$ cat src/rtl/sort_loader.sv
// sort_loader: packs a serial element stream into SRAM words, then hands the write port to bitonic_sort.
// Optional macro SORT_LOADER_PAD_EN: pad a partial final word with all-ones instead of dropping it.
module sort_loader #(
  parameter int WIDTH  = 4,
  parameter int BITS   = 8,
  parameter int ADDR   = 10,
  parameter int MAXCNT = 1024
) (
  input  logic                       clk,
  input  logic                       rstb,
  input  logic [BITS-1:0]            in_data,
  input  logic                       in_valid,
  input  logic                       in_last,
  output logic                       in_ready,
  input  logic [ADDR-1:0]            load_addr,
  output logic                       wr_en,
  output logic [ADDR-1:0]            wr_addr,
  output logic [WIDTH-1:0][BITS-1:0] wr_data,
  input  logic                       sort_active,
  output logic                       sort_req,
  output logic [ADDR-1:0]            start_addr,
  output logic [ADDR:0]              data_count,
  output logic                       write_sel,
  output logic                       load_done,
  output logic                       load_err
);

  localparam int LW = (WIDTH > 1) ? $clog2(WIDTH) : 1;
  localparam logic [ADDR:0] MAXC = (ADDR+1)'(MAXCNT);
  localparam logic [ADDR:0] ONE  = (ADDR+1)'(1);

  typedef enum logic [2:0] {
    S_IDLE, S_LOAD, S_FLUSH, S_REQ, S_SORT
  } state_t;

  state_t r_state;
  state_t w_next;

  logic                       r_armed;
  logic [LW-1:0]              r_lane;
  logic [ADDR:0]              r_cnt;
  logic [ADDR-1:0]            r_base;
  logic [WIDTH-1:0][BITS-1:0] r_word;
  logic                       r_wr_en;
  logic [ADDR-1:0]            r_wr_addr;
  logic [WIDTH-1:0][BITS-1:0] r_wr_data;
  logic                       r_done;
  logic                       r_err;

  logic                       w_first;
  logic                       w_acc;
  logic [LW-1:0]              w_lane;
  logic [ADDR:0]              w_cnt;
  logic [ADDR:0]              w_cnt_inc;
  logic [ADDR-1:0]            w_base;
  logic [WIDTH-1:0][BITS-1:0] w_word;
  logic [WIDTH-1:0][BITS-1:0] w_wdata;
  logic                       w_full;
  logic                       w_ovf;
  logic                       w_wr;
  logic                       w_err;

  // The first beat of a load restarts lane, count and base.
  assign w_first   = (r_state == S_IDLE);
  assign w_acc     = in_valid & in_ready;
  assign w_lane    = w_first ? '0 : r_lane;
  assign w_cnt     = w_first ? '0 : r_cnt;
  assign w_base    = w_first ? load_addr : r_base;
  assign w_cnt_inc = w_cnt + ONE;
  assign w_full    = (w_lane == LW'(WIDTH-1));
  assign w_ovf     = w_full & ~in_last & (w_cnt_inc == MAXC);

  always_comb begin
    w_word = r_word;
    w_word[w_lane] = in_data;
  end

`ifdef SORT_LOADER_PAD_EN
  always_comb begin
    for (int i = 0; i < WIDTH; i++) begin
      w_wdata[i] = (LW'(i) > w_lane) ? {BITS{1'b1}} : w_word[i];
    end
  end
  assign w_wr  = w_acc & (w_full | in_last);
  assign w_err = w_acc & w_ovf;
`else
  assign w_wdata = w_word;
  assign w_wr    = w_acc & w_full;
  assign w_err   = w_acc & (w_ovf | (in_last & ~w_full));
`endif

  always_ff @(posedge clk or negedge rstb) begin
    if (!rstb) begin
      r_state <= S_IDLE;
    end else begin
      r_state <= w_next;
    end
  end

  always_comb begin
    w_next = r_state;
    unique case (r_state)
      S_IDLE, S_LOAD: begin
        if (w_acc) begin
          w_next = (in_last | w_ovf) ? S_FLUSH : S_LOAD;
        end
      end
      S_FLUSH: begin
        if (!r_wr_en) begin
          w_next = (r_cnt == '0) ? S_IDLE : S_REQ;
        end
      end
      S_REQ: begin
        if (sort_active) begin
          w_next = S_SORT;
        end
      end
      S_SORT: begin
        if (!sort_active) begin
          w_next = S_IDLE;
        end
      end
      default: w_next = S_IDLE;
    endcase
  end

  always_comb begin
    in_ready  = r_armed & ((r_state == S_IDLE) | (r_state == S_LOAD));
    sort_req  = (r_state == S_REQ);
    write_sel = (r_state == S_REQ) | (r_state == S_SORT);
  end

  always_ff @(posedge clk or negedge rstb) begin
    if (!rstb) begin
      r_armed   <= 1'b0;
      r_lane    <= '0;
      r_cnt     <= '0;
      r_base    <= '0;
      r_word    <= '0;
      r_wr_en   <= 1'b0;
      r_wr_addr <= '0;
      r_wr_data <= '0;
      r_done    <= 1'b0;
      r_err     <= 1'b0;
    end else begin
      r_armed <= 1'b1;
      r_wr_en <= w_wr;
      r_err   <= w_err;
      r_done  <= (r_state == S_SORT) & ~sort_active;
      if (w_acc) begin
        r_word <= w_word;
        r_lane <= w_full ? '0 : w_lane + LW'(1);
        r_base <= w_base;
        r_cnt  <= w_wr ? w_cnt_inc : w_cnt;
      end
      if (w_wr) begin
        r_wr_addr <= w_base + w_cnt[ADDR-1:0];
        r_wr_data <= w_wdata;
      end
    end
  end

  assign wr_en      = r_wr_en;
  assign wr_addr    = r_wr_addr;
  assign wr_data    = r_wr_data;
  assign start_addr = r_base;
  assign data_count = r_cnt;
  assign load_done  = r_done;
  assign load_err   = r_err;

endmodule
$ cat config.mk
export PLATFORM = sky130hd
export DESIGN_NAME = sort_loader
export DESIGN_NICKNAME = d
export VERILOG_FILES = /design/src/rtl/sort_loader.sv
export SDC_FILE = /design/constraint.sdc
export NUM_CORES = 1
export LEC_CHECK = 0
export BUFFER_PORTS_ARGS = -buffer_cell sky130_fd_sc_hd__buf_4
export CELL_PAD_IN_SITES_DETAIL_PLACEMENT = 1
export CELL_PAD_IN_SITES_GLOBAL_PLACEMENT = 2
export CORE_UTILIZATION = 35
export DETAILED_ROUTE_END_ITERATION = 8
export GPL_ROUTABILITY_DRIVEN = 0
export GPL_TIMING_DRIVEN = 0
export PLACE_DENSITY = 0.82
export REMOVE_ABC_BUFFERS = 1
export SYNTH_ARGS = -nofsm -noshare
export SYNTH_HDL_FRONTEND = slang
export SYNTH_SLANG_ARGS = --single-unit
$ cat constraint.sdc
create_clock -name clk -period 4.18 [get_ports clk]
set_input_delay 0 -clock clk [delete_from_list [all_inputs] [get_ports clk]]
set_output_delay 0 -clock clk [all_outputs]
set_load 0.02 [all_outputs]
==> flow_metrics.env <==
export IMPL_outcome="complete, no violations"
export IMPL_post_route_drc_count=0
export IMPL_grtUsageTotal_pct=18.99
export IMPL_clockBufferDepth=2
export IMPL_grt_antenna_before_repair=0
export IMPL_min_period_ps=3710
export IMPL_fin_setup_tns_ps=0
export IMPL_yosysWarnings=0
export IMPL_setup_violations=0
export IMPL_crit_arrival_ps=3940
export IMPL_hold_ws_ps=82.49
export IMPL_die_w_um=118.8
export IMPL_hpwl_mm=8.572
export IMPL_grt_max_degree=97
export IMPL_insertion_delay_ps=350
export IMPL_path_class="reg -> reg"
export IMPL_path_clk_slew_ps=60
export IMPL_rows=42
export IMPL_max_cap_viol_count=0
export IMPL_cts_tree="built"
export IMPL_core_area_um2=13300
export IMPL_r2r_end="wr_addr[8]"
export IMPL_synth_top_area_share_pct=50.33
export IMPL_yosysMostFrequentCell="nand2_1"
export IMPL_drive_gt1_share_pct=26.48
export IMPL_wl_per_cell_um=16.85
export IMPL_clock_sinks=96
export IMPL_vias=3800
export IMPL_hold_path_end="start_addr[2]"
export IMPL_wirelength_mm=12.64
export IMPL_worstMarginPinSlew_ps=850.7
export IMPL_r2r_start="r_state[1]"
export IMPL_rr_worst_depth=10
export IMPL_min_from="in_valid"
export IMPL_ys_flop_type="dfrtp_1"
export IMPL_power_density_nw_per_um2=685.8
export IMPL_crit_required_ps=4410
export IMPL_post_route_period_util_pct=88.77
export IMPL_synthTopCellsByArea="dfrtp_1 50%, nand2_1 8.0%, mux2_2 7.1%, mux2i_1 6.3%, o21ai_0 4.5%"
export IMPL_ant_nets=0
export IMPL_synth_area_um2=4773
export IMPL_setup_ws_ps=469.6
export IMPL_grt_pass1_wl_mm=20.72
export IMPL_dr_first_iter_drc_count=131
export IMPL_slew_headroom_pct=42.56
export IMPL_finalHoldViolCount=0
export IMPL_fin_area_um2=6143
export IMPL_avgSynthCellArea_um2=10.13
export IMPL_cp_end_kind="register"
export IMPL_place_ws_ps=-149.0
export IMPL_syn2layout_area_growth_pct=28.70
export IMPL_synthTopCellsByCount="102 x nand2_1, 96 x dfrtp_1, 43 x o21ai_0, 30 x mux2_2, 30 x mux2i_1"
export IMPL_yosysTopAreaCell="dfrtp_1"
export IMPL_rrSetupSlack_ps=470
export IMPL_p_leak_nw=2.954
export IMPL_cts_buffers=9
export IMPL_grt_overflow=0
export IMPL_ys_seq_area_share_pct=50.33
export IMPL_cts_root_buf="clkbuf_16"
export IMPL_synth_edf_count=0
export IMPL_vias_per_cell=5.067
export IMPL_ir_drop_mv=0.2107
export IMPL_io_buffers=91
export IMPL_critPathMaxFanout=51
export IMPL_nets=602
export IMPL_yosys_cell_types_count=54
export IMPL_cp_start_kind="register"
export IMPL_cts_max_level=3
export IMPL_fmax_mhz=269.5
export IMPL_whs_path_depth=4
export IMPL_grt_setup_unrepaired="no"
export IMPL_io_pins=92
export IMPL_dieArea_um2=14110
export IMPL_hp_class="in -> reg"
export IMPL_start_util_pct=35.90
export IMPL_synth_async_reset_ratio_pct=100.0
export IMPL_die_h_um=118.8
export IMPL_syn_inst=471
export IMPL_finalClockSkew_ps=5.462
export IMPL_ys_ff_latch=96
export IMPL_firstDrtPassIters=4
export IMPL_slew_viol_final=0
export IMPL_first_global_vias=3918
export IMPL_antenna_diode_count=0
export IMPL_placed_area_um2=5605
routing by layer:
layer,vias to the layer above,track usage (%),share of wire [%]
li1,1835,-,-
met1,1895,25.77,47
met2,60,30.74,49
met3,10,2.799,2.7
met4,0,6.804,1.4
met5,-,0,0
flip-flops by register name, indices dropped and copies added, names as in the netlist, 2 cells and up:
| name | cells |
|---|---|
| r_lane | 2 |
| wr_data | 32 |
| wr_addr | 10 |
| data_count | 11 |
| r_state | 3 |
| r_word | 24 |
| start_addr | 10 |
cells in the final DEF (no fill, tap or decap), drive strengths merged, types with 5 or more instances in the layout:
cell type,instances
a21oi,15
and2,8
buf,95
clkbuf,11
dfrtp,96
dlygate4sd3,21
ha,9
inv,9
mux2,31
mux2i,32
nand2,102
nand3,7
nor2,14
nor3,10
o21ai,45
o31ai,5
xnor2,6
xor2,5
critical path, cell delays in order (launching register included):
cell	delay, ps
dfrtp_1	520
or3_2	840
nand2_1	240
inv_1	90
ha_1	310
nand2_2	430
buf_12	290
clkinv_2	310
and2_1	260
a32oi_1	190
nand2_1	70
cells by family after synthesis:
kind of cell | Yosys count | share of synthesized area, %
compound gates | 87 | 10.72
mux | 63 | 14.63
fa+ha+maj | 11 | 2.779
xor+xnor | 11 | 2.018
flops | 96 | 50.33
simple gates | 164 | 15.70
other cells | 1 | 0.07856
buf+inv | 38 | 3.748
worst max-delay path by stage:
stage                from  slack, ps          to
3_5_place_dp   r_state[1]       -150  wr_addr[8]
4_1_cts        r_state[1]        210  wr_addr[8]
5_1_grt        r_state[1]        130  wr_addr[8]
3_3_place_gp   r_state[1]      -2930  wr_addr[8]
6_report       r_state[1]        470  wr_addr[8]
2_1_floorplan  r_state[1]         20  wr_addr[8]
cell type report:
| cell class | count | area, um2 |
|---|---|---|
| sequential | 96 | 2402 |
| tap | 176 | 220.2 |
| inverter | 10 | 38.79 |
| clock inverter | 4 | 55.05 |
| fill | 1495 | 7152 |
| clock buffer | 11 | 242.7 |
| multi-input combinational | 337 | 2217 |
| timing repair buffer | 116 | 967.2 |
where the power goes:
part	leakage, nW	internal (W)	switching, W
logic	1.56	0.000829	0.00101
registers	1.25	0.00127	0.000263
clock network	0.142	0.000480	0.000362
what timing repair did:
item,in CTS,in global routing
hold endpoints to repair,146,0
setup endpoints to repair,3,3
resized for setup,1,1
hold buffers,21,0
buffers inserted,0,0
pin swaps,0,0
through the flow:
stage	util [%]	total power (W)	std cells
5_1_grt	46.21	0.004493	750
2_1_floorplan	-	0.002659	443
4_1_cts	45.99	0.004271	749
6_report	46.21	0.004213	750
3_3_place_gp	41.63	0.003290	710
3_5_place_dp	42.16	0.003395	713
Note: power is estimated with default switching activity, not from simulation.
